<file path="src/rtl/evm_vote_record_packer.sv">
// Packs ballot events into 64-bit plaintext records, hands them to the Encrypter,
// and presents the returned ciphertext on a valid/ready port. Tallies and seq advance only on capture.
module evm_vote_record_packer #(
  parameter int NUM_CAND    = 8,
  parameter int ENC_TIMEOUT = 1024
) (
  input  logic        clk,
  input  logic        rst,
  input  logic        i_vote_valid,
  input  logic [3:0]  i_vote_cand,
  output logic        o_vote_ready,
  input  logic [63:0] i_session_key,
  output logic [0:63] o_enc_data_in,
  output logic [0:63] o_enc_key_in,
  output logic        o_enc_set,
  input  logic        i_enc_status,
  input  logic [0:63] i_enc_data_out,
  output logic        o_rec_valid,
  output logic [0:63] o_rec_data,
  input  logic        i_rec_ready,
  output logic        o_err_cand,
  output logic        o_err_timeout
);

  localparam int             TW   = (ENC_TIMEOUT > 1) ? $clog2(ENC_TIMEOUT) : 1;
  localparam logic [TW-1:0]  TLIM = TW'(ENC_TIMEOUT - 1);
  localparam logic [4:0]     NC   = 5'(NUM_CAND);

  typedef enum logic [1:0] {IDLE, ENC, OUT} state_t;

  state_t        r_state;
  logic [15:0]   r_seq;
  logic [15:0]   r_tally [NUM_CAND];
  logic [15:0]   r_staged;
  logic [3:0]    r_cand;
  logic [TW-1:0] r_tcnt;

  logic          w_cand_ok;
  logic          w_accept;
  logic [15:0]   w_tally_cur;
  logic [15:0]   w_tally_next;
  logic [15:0]   w_csum;
  logic [0:63]   w_record;

  assign o_vote_ready = (r_state == IDLE) & ~i_enc_status;
  assign w_accept     = i_vote_valid & o_vote_ready;
  assign w_cand_ok    = ({1'b0, i_vote_cand} < NC);

  // Out-of-range candidates read as zero; they are rejected before anything uses the value.
  always_comb begin
    w_tally_cur = '0;
    for (int i = 0; i < NUM_CAND; i++) begin
      if (i_vote_cand == 4'(i)) w_tally_cur = r_tally[i];
    end
  end

  assign w_tally_next = (w_tally_cur == 16'hFFFF) ? 16'hFFFF : w_tally_cur + 16'd1;
  assign w_csum       = {8'hA5, r_seq[15:8]} + {r_seq[7:0], 4'h0, i_vote_cand} + w_tally_next;
  assign w_record     = {8'hA5, r_seq, 4'h0, i_vote_cand, w_tally_next, w_csum};

  always_ff @(posedge clk or posedge rst) begin
    if (rst) begin
      r_state       <= IDLE;
      r_seq         <= '0;
      r_staged      <= '0;
      r_cand        <= '0;
      r_tcnt        <= '0;
      o_enc_data_in <= '0;
      o_enc_key_in  <= '0;
      o_enc_set     <= 1'b0;
      o_rec_valid   <= 1'b0;
      o_rec_data    <= '0;
      o_err_cand    <= 1'b0;
      o_err_timeout <= 1'b0;
      for (int i = 0; i < NUM_CAND; i++) r_tally[i] <= '0;
    end else begin
      o_err_cand    <= 1'b0;
      o_err_timeout <= 1'b0;
      case (r_state)
        IDLE: begin
          if (w_accept) begin
            if (w_cand_ok) begin
              o_enc_data_in <= w_record;
              o_enc_key_in  <= i_session_key;
              o_enc_set     <= 1'b1;
              r_staged      <= w_tally_next;
              r_cand        <= i_vote_cand;
              r_tcnt        <= '0;
              r_state       <= ENC;
            end else begin
              o_err_cand <= 1'b1;
            end
          end
        end
        // Status beats a coincident timeout, so a late ciphertext is still captured.
        ENC: begin
          if (i_enc_status) begin
            o_rec_data  <= i_enc_data_out;
            o_rec_valid <= 1'b1;
            o_enc_set   <= 1'b0;
            r_seq       <= r_seq + 16'd1;
            for (int i = 0; i < NUM_CAND; i++) begin
              if (r_cand == 4'(i)) r_tally[i] <= r_staged;
            end
            r_state <= OUT;
          end else if (r_tcnt == TLIM) begin
            o_enc_set     <= 1'b0;
            o_err_timeout <= 1'b1;
            r_state       <= IDLE;
          end else begin
            r_tcnt <= r_tcnt + 1'b1;
          end
        end
        OUT: begin
          if (i_rec_ready) begin
            o_rec_valid <= 1'b0;
            r_state     <= IDLE;
          end
        end
        default: r_state <= IDLE;
      endcase
    end
  end

endmodule

</file>
<file path="config.mk">
export PLATFORM = sky130hd
export DESIGN_NAME = evm_vote_record_packer
export DESIGN_NICKNAME = d
export VERILOG_FILES = /design/src/rtl/evm_vote_record_packer.sv
export SDC_FILE = /design/constraint.sdc
export NUM_CORES = 1
export LEC_CHECK = 0
export ABC_CLOCK_PERIOD_IN_PS = 12800
export CAP_MARGIN = 5
export CORE_MARGIN = 4
export CORE_UTILIZATION = 53
export CTS_BUF_LIST = sky130_fd_sc_hd__clkbuf_4
export CTS_CLUSTER_DIAMETER = 120
export DETAILED_ROUTE_END_ITERATION = 8
export PLACE_DENSITY = 0.83
export SYNTH_ARGS = -nofsm -noshare
export SYNTH_HDL_FRONTEND = slang
export SYNTH_SLANG_ARGS = --single-unit
</file>
<file path="constraint.sdc">
create_clock -name clk -period 12.8 [get_ports clk]
set_input_delay 2.56 -clock clk [delete_from_list [all_inputs] [get_ports clk]]
set_output_delay 2.56 -clock clk [all_outputs]
set_load 0.02 [all_outputs]
</file>
After elaboration in Yosys (flattened, before gate mapping)
Cells that the tools add are included.
Storage, ports and cells
  register bits: 361
  input bits: 137
Cells by class
  add/subtract/negate cells: 5
  order comparisons: 1
  equal/unequal tests: 25
  muxes and demuxes: 34
  bitwise operators: 3
  reduce and logical (&&, ||, !) cells: 19
Operators with widths (count)
  $mux 16: 9
  $mux 10: 4
  $add 16x1->16 const B: 2
  $add 16x16->16: 2
  $eq 4x3->1 const B: 8
  $reduce_and 3->1: 10
  $pmux 10 s2: 1
  $eq 16x16->1 const B: 1
  $eq 4x2->1 const B: 4
  $mux 1: 12
  $ne 2x2->1 const B: 6
  $add 10x1->10 const B: 1
  $eq 10x10->1 const B: 1
  $mux 2: 5
  $eq 4x1->1 const B: 2
  $logic_not 4->1: 2
  $reduce_and 4->1: 2
  $pmux 2 s3: 1
  $reduce_and 5->1: 1
  $lt 4x4->1 const B: 1
  $pmux 1 s2: 2
  $reduce_bool 2->1: 2
  $ne 3x3->1 const B: 1
  $and 1x1->1: 2
  other kinds (5): 5

Longest topological paths before layout
Gate-level depths: netlist (run 1).
  word-level depth: 12
  mapped depth: 24
  depth with buffers taken out: 22

Worst setup path before layout (run 1)
No wires, ideal clock.
  kind: input port to flip-flop
  start: in i_vote_cand[1]
  end: reg o_enc_data_in[51] (netlist name)
  library setup time: 0.125 ns
  data arrival time: 7.076 ns
  data required time: 12.675 ns
  slack: 5.599 ns
  cell stages on the path: 24
  path buffers: 3
  cell sequence: buf_6 nor2b_1 buf_2 a2111oi_2 a31oi_1 a221o_1 inv_1 ha_1 o2111ai_1 nor3_4 nand3_2 clkbuf_1 nand2_1 fa_1 ha_1 a21o_1 a21oi_1 o21bai_1 a21oi_1 o21a_1 o21ai_0 o31a_1 xor2_1 mux2_2
Between the ends
  longest elaborated chain between the ends: 12
  elaborated cells on any way between the ends: 23
  classes of those cells: add/sub (3); order compare (1); eq/ne (8); mux (9); reduce/logical (2)
RTL lines
  start, declared: RTL line 10  | input logic [3:0] i_vote_cand,
  $logic_not 4->1: RTL line 53  | if (i_vote_cand == 4'(i)) w_tally_cur = r_tally[i];
  $mux 16 (7 in series): RTL line 53
  $mux 16 (*): RTL line 53
  $add 16x1->16 or $eq 16x16->1 (tied branches): RTL line 57  | assign w_tally_next = (w_tally_cur == 16'hFFFF) ? 16'hFFFF : w_tally_cur + 16'd1;
  $mux 16 (*): RTL line 57
  named net w_tally_next[2]: RTL line 41  | logic [15:0] w_tally_next;
  $add 16x16->16 (*): RTL line 58  | assign w_csum = {8'hA5, r_seq[15:8]} + {r_seq[7:0], 4'h0, i_vote_cand} + w_tally_next;
  end signal, assigned: RTL line 83  | o_enc_data_in <= w_record;
  end, declared: RTL line 13  | output logic [0:63] o_enc_data_in,
Mark *: on every way through the listed nets, which the timed path passes. The rest lies on a longest branch.
A chain may end at the register's enable or synchronous reset.

Worst setup path after layout (run 1)
  start: in i_vote_cand[3]
  end: reg o_enc_data_in[48] (netlist name)
Same word-level chain as after synthesis.

==> results.tsv, run 1 <==
stage	metric	value	unit
worst_setup_path	Crit Path Max Fanout	18	
global_route	initial antenna violation count	4	
yosys	Seq/Total Area, Yosys	54.43	%
placed_design	HPWL Detailed	31450	um
timing	setup_tns	0	ns
yosys	Cells after Synth	1515	
drt	Routed WL per cell	19.58	um
yosys	Async SR Flop Fraction	100.0	%
timing	relative slew slack	23.16	%
final_layout	Layout Area Growth over Synthesis	29.65	%
worst_setup_path	reg-to-reg endpoint	o_enc_data_in[48]	
timing	min Tclk post-route	8.091	ns
floorplan	I/O pin count	334	
timing	worst slew pin tran	1.151	ns
clocking	clock sink count	341	
placed_design	GPL Wtd Cong	0.9222	
global_route	vias in the first global route	13155	
floorplan	Core ar.	0.02894	mm^2
drt	Post-route DRC	0	
floorplan	Die Span Y	180.0	um
hold_path	Hold Path Origin	o_rec_data[18]	
yosys	syn_area_per_cell	10.35	um^2
yosys	dominant synthesized flop cell	dfrtp_1	
clocking	H-tree depth	3	
worst_setup_path	CP max stage delay	0.86	ns
clocking	later-pin clock latency in the skew report	0.73	ns
worst_setup_path	slowest CP cell	clkdlybuf4s50_1	
placed_design	placed insts	2156	
timing	RSZ-0062 raised after global routing	false	
worst_setup_path	critical path class	primary input to register	
clocking	TritonCTS clock tree	yes	
floorplan	row count	62	
floorplan	initial core utilization	54.18	%
floorplan	die area	0.03240	mm^2
final_layout	non-filler cells, final	2320	
floorplan	Die X	180.0	um
placed_design	number of buffers added on ports	325	
clocking	Post CTS Setup Buffer Count	0	
run	max_cap viols	0	
worst_setup_path	CP Launch Type	primary input	
pwr	maximum vdd drop	0.1326	mV
final_layout	design area	0.02033	mm^2
yosys	Yosys warning total	0	
clocking	Clock Pin Slew Worst Setup and Hold Paths	0.06	ns
worst_setup_path	CP Capture Type	register	
worst_setup_path	Worst EP arrival	8.69	ns
final_layout	Final #Nets	2034	
yosys	synthesized flop and latch total	341	
worst_setup_path	RR Startpoint	r_tally[32]	
clocking	post_cts resized	0	
worst_setup_path	CP required	13.40	ns
hold_path	WHS Path Cells	2	
clocking	largest buffer count on any clock path	3	
timing	Final setup violation count	0	
outcome	outcome	complete, no violations	
hold_path	Hold Path End	o_rec_data[18]	
hold_path	min-delay worst type	register to register	
global_route	grt ovf	0	
final_layout	fill cell count	2097	
timing	period utilisation layout	63.21	%
clocking	CTS Buf Count	90	
drt	drt via density	5.458	
global_route	Total GRT Usage	27.59	%
drt	drt first pass iters	5	
drt	final antenna-violating net count	0	
worst_setup_path	Critical Path, Cell by Cell	clkdlybuf4s50_1 -> nor2_2 -> a31oi_1 -> a221o_1 -> inv_1 -> ha_1 -> o2111ai_1 -> nor3_4 -> nand3_2 -> nand2b_1 -> fa_1 -> ha_1 -> fa_1 -> a21o_1 -> a311oi_1 -> or3_1 -> nand3_1 -> nand2_1 -> o21ai_0 -> and3_1 -> mux2i_1 -> nand3_1	
yosys	Post-synth EDFFs	0	
yosys	Mapped Area	0.01568	mm^2
clocking	# hold bufs at CTS	0	
timing	fin. max-slew vios	0	
global_route	pin count of the biggest net entering global routing	123	
yosys	Netlist cell types	75	
worst_setup_path	Worst R2R Path Depth	22	
pwr	Pwr Density	183.7	mW/mm^2
timing	fmax	123.6	MHz
timing	Fin Clk Skew	0.06835	ns
drt	Vias	12663	
placed_design	Placed Area	0.01910	mm^2
drt	initial detailed-routing violation count	979	
pwr	P_leak	9.931	nW
worst_setup_path	FF-to-FF setup slack	7.33	ns
drt	overall routed net length	45420	um
final_layout	share of cells above drive strength 1	16.75	%
timing	final hold violations	0	
global_route	first-pass GRT wire length	72220	um
clocking	root buffer cell	clkbuf_4	
power breakdown:
part | internal, W | leakage (nW) | switching [W]
clock network | 0.000555 | 0.717 | 0.000456
logic | 0.000546 | 4.76 | 0.000630
registers | 0.00135 | 4.45 | 0.000198
total | 0.00245 | 9.93 | 0.00128
flip-flops by register name (all words and copies together), names as in the netlist, 3 cells and up:
signal and flops:
o_enc_key_in 64, o_rec_data 64, r_seq 16, o_enc_data_in 35
r_tcnt 10, r_staged 15, r_tally 128, r_cand 3
kinds of logic after synthesis:
logic type,count (synthesis),share of synthesized area [%]
AND/OR/NAND/NOR,648,17.86
flip-flops,341,54.43
AO/OA/AOI/OAI,174,7.239
multiplexers,159,11.66
buffers and inverters,121,3.791
XOR/XNOR,38,2.123
adder cells (fa/ha/maj),33,2.873
other,1,0.02392
cells in the final DEF (no fill, tap or decap), types with 13 or more instances in the layout:
cell,instances
mux2_2,139
nor2_1,36
clkbuf_4,132
ha_1,28
mux2i_1,15
a21oi_1,38
clkdlybuf4s50_1,323
o21ai_0,48
xor2_1,13
inv_1,33
clkinv_1,21
nand2_1,499
xnor2_1,25
nand3_1,16
dfrtp_1,341
critical path: cells and delay by family:
family          cells  cell delay [ns]
compound gates      6             1.48
fa+ha+maj           4             1.32
buf+inv             2             0.95
mux                 1             0.14
simple gates        9             2.23
layout make-up:
class                      count  area, um^2  area share, %
tap                          384       480.5          2.364
timing repair buffer         336        3326          16.36
inverter                      35       138.9         0.6833
antenna                        2       5.005        0.02462
clock inverter                30       231.5          1.139
sequential                   341        8533          41.98
multi-input combinational   1060        6620          32.57
clock buffer                 132       991.0          4.875
worst max path at each step:
stage | end | cells after the start | startpoint
floorplan | o_enc_data_in[10] | 1 | rst
global placement | o_enc_data_in[48] | 22 | i_vote_cand[3]
detailed placement | o_enc_data_in[48] | 22 | i_vote_cand[3]
CTS | o_enc_data_in[48] | 22 | i_vote_cand[3]
global route | o_enc_data_in[48] | 22 | i_vote_cand[3]
finish | o_enc_data_in[48] | 22 | i_vote_cand[3]
metrics by stage:
stage | worst slack [ns] | power, W | utilization (%) | hold slack (ns)
after floorplan | 0.7883 | 0.002138 | - | 0.4599
after global placement | 4.427 | 0.002702 | 66.00 | 0.4566
final | 4.709 | 0.003733 | 70.25 | 0.4732
after global routing | 4.359 | 0.003933 | 70.25 | 0.4963
after detailed placement | 4.157 | 0.002737 | 66.00 | 0.4612
after CTS | 4.884 | 0.003762 | 70.23 | 0.4770
routing by layer:
metal	GRT usage, %	part of all wire, %	vias up
met2	46.17	49	515
met1	33.87	39	6217
met4	10.42	3.3	4
met3	8.468	8.3	107
li1	-	-	5820
met5	0	0.059	-
cell usage after synthesis, drive strengths merged (15+ instances only):
library cell / number / area [um^2]
nand2: 500 / 1877
dfrtp: 341 / 8533
mux2: 139 / 1565
o21ai: 52 / 260.3
clkbuf: 51 / 191.4
nor2: 40 / 155.1
a21oi: 39 / 206.5
buf: 35 / 271.5
inv: 35 / 131.4
ha: 28 / 350.3
xnor2: 25 / 219.0
nand3: 18 / 95.09
nor3: 16 / 111.4
mux2i: 15 / 150.1
No activity file was read; power rests on OpenSTA's default activity.
==> run 2: changes to the inputs <==
--- a/config.mk
+++ b/config.mk
@@ -5,14 +5,14 @@
 export SDC_FILE = /design/constraint.sdc
 export NUM_CORES = 1
 export LEC_CHECK = 0
-export ABC_CLOCK_PERIOD_IN_PS = 12800
+export ABC_CLOCK_PERIOD_IN_PS = 6800
 export CAP_MARGIN = 5
 export CORE_MARGIN = 4
-export CORE_UTILIZATION = 53
+export CORE_UTILIZATION = 48
 export CTS_BUF_LIST = sky130_fd_sc_hd__clkbuf_4
 export CTS_CLUSTER_DIAMETER = 120
 export DETAILED_ROUTE_END_ITERATION = 8
-export PLACE_DENSITY = 0.83
+export PLACE_DENSITY = 0.79
 export SYNTH_ARGS = -nofsm -noshare
 export SYNTH_HDL_FRONTEND = slang
 export SYNTH_SLANG_ARGS = --single-unit
==> constraint.sdc (replaced) <==
create_clock -name clk -period 6.8 [get_ports clk]
set_input_delay 1.36 -clock clk [delete_from_list [all_inputs] [get_ports clk]]
set_output_delay 1.36 -clock clk [all_outputs]
set_load 0.02 [all_outputs]
==> run 2 against run 1 <==
  * Combinational power grew 87%
  * Critical path type unchanged
  * Final area increased by 0.84%
  * Final cell count rose by 3.1%
  * Register-to-register slack got worse by 5.6 ns
  * Largest power group unchanged
  * Via count decreased by 0.87%
==> results.tsv, run 2 (synthesized netlist as in run 1, its figures left out) <==
stage	metric	value	unit	change
floorplan	die area	0.03562	mm^2	+9.9%
clocking	CTS Buf Count	92		+2.2%
drt	Vias	12553		-0.87%
timing	period utilisation layout	88.23	%	
pwr	Pwr Density	337.2	mW/mm^2	+84%
drt	Post-route DRC	0		unchanged
final_layout	Top reg by flops	r_tally		
worst_setup_path	critical path class	primary input to register		
hold_path	WHS Path Cells	2		unchanged
clocking	# hold bufs at CTS	0		unchanged
drt	drt first pass iters	5		unchanged
final_layout	most frequent cells in the layout	nand2_1, dfrtp_1, clkdlybuf4s50_1, mux2_2, clkbuf_4		
worst_setup_path	Worst R2R Path Depth	22		unchanged
floorplan	row count	65		+4.8%
timing	relative slew slack	21.72	%	-1.4 points
hold_path	min-delay worst type	register to register		
placed_design	number of buffers added on ports	325		unchanged
drt	overall routed net length	45650	um	+0.52%
global_route	initial antenna violation count	5		+1
drt	Routed WL per cell	19.09	um	-2.5%
worst_setup_path	CP Capture Type	register		
clocking	TritonCTS clock tree	yes		
floorplan	Die X	188.7	um	+4.9%
final_layout	max reg flops	128		unchanged
clocking	largest buffer count on any clock path	3		unchanged
clocking	post_cts resized	0		unchanged
timing	min Tclk post-route	6.000	ns	
pwr	maximum vdd drop	0.2509	mV	+89%
timing	worst slew pin tran	1.173	ns	+0.02152 ns
clocking	root buffer cell	clkbuf_4		
timing	fmax	166.7	MHz	
drt	final antenna-violating net count	0		unchanged
floorplan	Die Span Y	188.7	um	+4.9%
global_route	vias in the first global route	13084		-0.54%
timing	RSZ-0062 raised after global routing	false		
timing	fin. max-slew vios	0		unchanged
floorplan	initial core utilization	49.18	%	-5.0 points
final_layout	share of cells above drive strength 1	17.54	%	+0.79 points
clocking	later-pin clock latency in the skew report	0.79	ns	+0.06 ns
run	max_cap viols	0		unchanged
timing	setup_tns	0	ns	unchanged
global_route	Total GRT Usage	25.39	%	-2.2 points
clocking	Clock Pin Slew Worst Setup and Hold Paths	0.07	ns	about the same
worst_setup_path	Worst EP arrival	6.64	ns	-2.05 ns
worst_setup_path	FF-to-FF setup slack	1.70	ns	-5.63 ns
worst_setup_path	RR Startpoint	r_tally[32]		
global_route	grt ovf	0		unchanged
final_layout	most common cell after layout, fill and taps aside	nand2_1		
outcome	outcome	complete, no violations		
clocking	Post CTS Setup Buffer Count	0		unchanged
placed_design	GPL Wtd Cong	0.9243		+0.23%
timing	Fin Clk Skew	0.06101	ns	-0.007336 ns
global_route	pin count of the biggest net entering global routing	181		+47%
floorplan	I/O pin count	334		unchanged
worst_setup_path	CP required	7.44	ns	-5.96 ns
clocking	H-tree depth	3		unchanged
pwr	P_leak	9.992	nW	+0.62%
drt	initial detailed-routing violation count	879		-10%
clocking	clock sink count	341		unchanged
hold_path	Hold Path Origin	o_rec_data[18]		
floorplan	Core ar.	0.03188	mm^2	+10%
final_layout	largest registers	r_tally (128), o_enc_key_in (64), o_rec_data (64)		
worst_setup_path	Crit Path Max Fanout	10		-8
worst_setup_path	CP Launch Type	primary input		
final_layout	Final Util	64.29	%	-6.0 points
final_layout	Final #Nets	2059		+1.2%
timing	final hold violations	0		unchanged
worst_setup_path	reg-to-reg endpoint	o_enc_data_in[48]		
hold_path	Hold Path End	o_rec_data[18]		
timing	Final setup violation count	0		unchanged
drt	drt via density	5.248		-3.9%
placed_design	HPWL Detailed	32320	um	+2.8%
global_route	first-pass GRT wire length	71790	um	-0.60%
final_layout	Layout Area Growth over Synthesis	30.74	%	
[run 2: cell types whose count changed in the layout (fill, tap and decap cells not counted), moves of 2 or more]
cell        change
clkinv_2        -2
clkinv_1        +2
bufinv_16       -3
buf_12          +2
clkinvlp_4      +4
buf_4          +21
[run 2: worst max-delay path by stage]
stage,start,end,depth (start not counted)
floorplan,i_vote_cand[1],o_enc_data_in[51],24
CTS,i_vote_cand[2],o_enc_data_in[48],23
finish,i_vote_cand[2],o_enc_data_in[48],23
global placement,i_vote_cand[2],o_enc_data_in[48],23
global route,i_vote_cand[2],o_enc_data_in[48],23
detailed placement,i_vote_cand[2],o_enc_data_in[48],23
[run 2: critical path, cell delays in order]
cell	delay, ns
clkdlybuf4s50_1	0.59
nor2_1	0.10
a2111oi_2	0.36
a31oi_1	0.08
a221o_1	0.34
inv_1	0.10
ha_1	0.20
o2111ai_1	0.25
nor3_4	0.23
nand3_2	0.23
nand2b_1	0.18
fa_1	0.45
ha_1	0.25
fa_1	0.41
a21o_1	0.20
a311oi_1	0.35
or3_1	0.19
nand3_1	0.07
nand2_1	0.11
o21ai_0	0.16
and3_1	0.21
mux2i_1	0.14
nand3_1	0.09
[run 2: area by class of cell]
| cell class | instances | area, um^2 |
|---|---|---|
| Inverter | 35 | 135.1 |
| Clock inverter | 29 | 152.6 |
| Fill cell | 2600 | 11380 |
| Clock buffer | 131 | 983.4 |
| Multi-Input combinational cell | 1060 | 6620 |
| Timing Repair Buffer | 359 | 3523 |
| Antenna cell | 2 | 5.005 |
| Tap cell | 435 | 544.3 |
| Sequential cell | 341 | 8533 |
[run 2: metal layers]
layer  GRT usage [%]  wire [um]
met2           41.03      21900
met5               0         33
met4           9.557       1478
met3           9.337       3786
met1           31.40      18450
[run 2: per-stage QoR]
step | worst slack [ns] | cell area (um^2) | power [W] | std cells | hold WS [ns]
after floorplan | 0.7994 | 15710 | 0.004025 | 1522 | 0.4599
after global placement | 0.2955 | 19360 | 0.005085 | 2230 | 0.4567
after detailed placement | 0.1233 | 19360 | 0.005149 | 2230 | 0.4616
after CTS | 0.9324 | 20490 | 0.006972 | 2390 | 0.4755
after global routing | 0.4884 | 20500 | 0.007296 | 2392 | 0.4936
final | 0.8001 | 20500 | 0.006913 | 2392 | 0.4722
[run 2: power breakdown]
group	switching [W]	internal, W	total (W)
registers	0.000367	0.00254	0.00291
clock network	0.000874	0.000923	0.00180
logic	0.00117	0.00104	0.00221
total	0.00241	0.00450	0.00691
==> run 3: changes to the inputs <==
--- a/config.mk
+++ b/config.mk
@@ -5,14 +5,14 @@
 export SDC_FILE = /design/constraint.sdc
 export NUM_CORES = 1
 export LEC_CHECK = 0
-export ABC_CLOCK_PERIOD_IN_PS = 6800
+export ABC_CLOCK_PERIOD_IN_PS = 7500
 export CAP_MARGIN = 5
 export CORE_MARGIN = 4
-export CORE_UTILIZATION = 48
+export CORE_UTILIZATION = 57
 export CTS_BUF_LIST = sky130_fd_sc_hd__clkbuf_4
 export CTS_CLUSTER_DIAMETER = 120
 export DETAILED_ROUTE_END_ITERATION = 8
-export PLACE_DENSITY = 0.79
+export PLACE_DENSITY = 0.88
 export SYNTH_ARGS = -nofsm -noshare
 export SYNTH_HDL_FRONTEND = slang
 export SYNTH_SLANG_ARGS = --single-unit
==> constraint.sdc (replaced) <==
create_clock -name clk -period 7.5 [get_ports clk]
set_input_delay 1.5 -clock clk [delete_from_list [all_inputs] [get_ports clk]]
set_output_delay 1.5 -clock clk [all_outputs]
set_load 0.02 [all_outputs]
==> run 3 against run 2 <==
  * Utilization rose by 11 points
  * Critical path depth fell by 1
  * Final area fell by 1.4%
  * Clock power fell by 14%
  * Non-clock buffer count fell by 12
==> results.tsv, run 3 (synthesized netlist as in run 1, its figures left out) <==
stage	metric	value	unit	change
floorplan	initial core utilization	58.01	%	+8.8 points
timing	Fin Clk Skew	0.06047	ns	-0.0005399 ns
timing	fmax	149.7	MHz	
pwr	Seq pwr share	42.7	%	+0.7 points
worst_setup_path	FF-to-FF setup slack	1.96	ns	+0.26 ns
clocking	later-pin clock latency in the skew report	0.73	ns	-0.06 ns
pwr	Pwr Density	307.5	mW/mm^2	-8.8%
global_route	pin count of the biggest net entering global routing	189		+4.4%
floorplan	row count	60		-7.7%
worst_setup_path	CP max stage delay	0.80	ns	+0.21 ns
drt	drt first pass iters	6		+1
final_layout	share of cells above drive strength 1	16.89	%	-0.65 points
worst_setup_path	Worst EP arrival	7.25	ns	+0.61 ns
drt	overall routed net length	45210	um	-0.96%
clocking	TritonCTS clock tree	yes		
pwr	maximum vdd drop	0.2108	mV	-16%
placed_design	GPL Wtd Cong	0.9834		+6.4%
clocking	H-tree depth	3		unchanged
pwr	P_leak	9.899	nW	-0.93%
placed_design	pre-CTS WS	0.2722	ns	+0.1489 ns
placed_design	number of buffers added on ports	325		unchanged
drt	drt via density	5.670		+8.0%
final_layout	Layout Area Growth over Synthesis	28.95	%	
clocking	CTS Buf Count	88		-4.3%
pwr	Psw	0.002156	W	-11%
final_layout	max reg flops	128		unchanged
drt	Vias	12849		+2.4%
floorplan	die area	0.03022	mm^2	-15%
final_layout	fill cell count	1787		-31%
outcome	outcome	complete, no violations		
global_route	Total GRT Usage	30.15	%	+4.8 points
clocking	root buffer cell	clkbuf_4		
floorplan	Core ar.	0.02703	mm^2	-15%
timing	period utilisation layout	89.08	%	
final_layout	largest registers	r_tally (128), o_enc_key_in (64), o_rec_data (64)		
worst_setup_path	slowest CP cell	clkdlybuf4s50_1		
timing	relative slew slack	19.15	%	-2.6 points
floorplan	Die X	173.8	um	-7.9%
worst_setup_path	Crit Path Max Fanout	17		+7
clocking	post_cts resized	0		unchanged
worst_setup_path	critical path class	primary input to register		
pwr	Clock power frac	24.9	%	-1.1 points
global_route	grt ovf	0		unchanged
floorplan	Die Span Y	173.8	um	-7.9%
final_layout	most frequent cells in the layout	nand2_1, dfrtp_1, clkdlybuf4s50_1, mux2_2, clkbuf_4		
pwr	Int Power	0.004061	W	-9.7%
run	max_cap viols	0		unchanged
timing	Final setup violation count	0		unchanged
pwr	combinational share of power	32.4	%	+0.4 points
timing	min Tclk post-route	6.681	ns	
timing	final hold violations	0		unchanged
placed_design	HPWL Detailed	31880	um	-1.4%
clocking	# hold bufs at CTS	0		unchanged
timing	setup_tns	0	ns	unchanged
floorplan	I/O pin count	334		unchanged
drt	Post-route DRC	0		unchanged
worst_setup_path	CP Launch Type	primary input		
global_route	first-pass GRT wire length	73160	um	+1.9%
final_layout	most common cell after layout, fill and taps aside	nand2_1		
drt	final antenna-violating net count	0		unchanged
clocking	Post CTS Setup Buffer Count	0		unchanged
pwr	Sw Ratio	34.68	%	-0.24 points
final_layout	Final Util	74.81	%	+11 points
hold_path	min-delay worst type	register to register		
worst_setup_path	CP required	8.07	ns	+0.63 ns
global_route	vias in the first global route	13792		+5.4%
timing	RSZ-0062 raised after global routing	false		
final_layout	Final #Nets	2043		-0.78%
worst_setup_path	Critical Path, Cell by Cell	clkdlybuf4s50_1 -> buf_4 -> nor2_1 -> a221o_1 -> inv_1 -> ha_1 -> o2111ai_1 -> nor3_4 -> nand3_2 -> nand2b_1 -> fa_1 -> ha_1 -> fa_1 -> a21o_1 -> a311oi_1 -> or3_1 -> nand3_1 -> nand2_1 -> o21ai_0 -> and3_1 -> mux2i_1 -> nand3_1		
timing	fin. max-slew vios	0		unchanged
drt	Routed WL per cell	19.95	um	+4.5%
drt	initial detailed-routing violation count	1044		+19%
clocking	largest buffer count on any clock path	3		unchanged
final_layout	Top reg by flops	r_tally		
timing	worst slew pin tran	1.211	ns	+0.03857 ns
global_route	initial antenna violation count	1		-4
worst_setup_path	CP Capture Type	register		
pwr	Final Power	0.006217	W	-10%
timing	Worst Setup Slack, final	0.8192	ns	+0.01908 ns
clocking	clock sink count	341		unchanged
clocking	Clock Pin Slew Worst Setup and Hold Paths	0.07	ns	about the same
==> run 3: power groups by stage <==
stage / sequential, W / clock, W / combinational, W
6_report: 0.00265 / 0.00155 / 0.00201
5_1_grt: 0.00271 / 0.00170 / 0.00216
4_1_cts: 0.00265 / 0.00159 / 0.00203
3_5_place_dp: 0.00267 / 0 / 0.00201
3_3_place_gp: 0.00264 / 0 / 0.00196
2_1_floorplan: 0.00293 / 0 / 0.000717
==> run 3: path summary, 6_finish.rpt <==
check | depth (start not counted) | endpoint | startpoint
max in group asynchronous | 3 | r_tally[33] | rst
worst max-delay path | 22 | o_enc_data_in[48] | i_vote_cand[3]
worst max register to register | 22 | o_enc_data_in[48] | r_tally[32]
worst min register to register | 2 | o_rec_data[4] | o_rec_data[4]
min in group asynchronous | 2 | o_rec_data[46] | rst
worst min-delay path | 2 | o_rec_data[4] | o_rec_data[4]
==> run 3: layer usage <==
metal / wire (um) / up-vias / track usage, %
li1: - / 5826 / -
met1: 16850 / 6287 / 35.96
met2: 22160 / 577 / 49.98
met3: 4044 / 159 / 9.400
met4: 2155 / 0 / 14.52
met5: 0 / - / 0
==> run 3: area by class of cell <==
cell class / count / area, um^2 / share of cell area, %
repair buffers: 347 / 3433 / 16.98
clock inverters: 17 / 135.1 / 0.6684
diodes: 1 / 2.502 / 0.01238
well taps: 341 / 426.7 / 2.110
inverters: 35 / 135.1 / 0.6684
clock buffers: 124 / 930.9 / 4.605
flip-flops and latches: 341 / 8533 / 42.21
multi-input cells: 1060 / 6620 / 32.75
==> run 3: critical path: cells and delay by family <==
| family | cells | cell delay, ns |
|---|---|---|
| mux | 1 | 0.16 |
| fa+ha+maj | 4 | 1.27 |
| compound gates | 5 | 1.37 |
| buf+inv | 3 | 1.18 |
| simple gates | 9 | 1.76 |
==> run 3: metrics by stage <==
step | instance area (um^2) | hold slack (ns) | instances
after floorplan | 15710 | 0.4599 | 1522
after global placement | 19150 | 0.4562 | 2124
after detailed placement | 19150 | 0.4614 | 2124
after CTS | 20210 | 0.4752 | 2265
after global routing | 20220 | 0.4979 | 2266
final | 20220 | 0.4728 | 2266
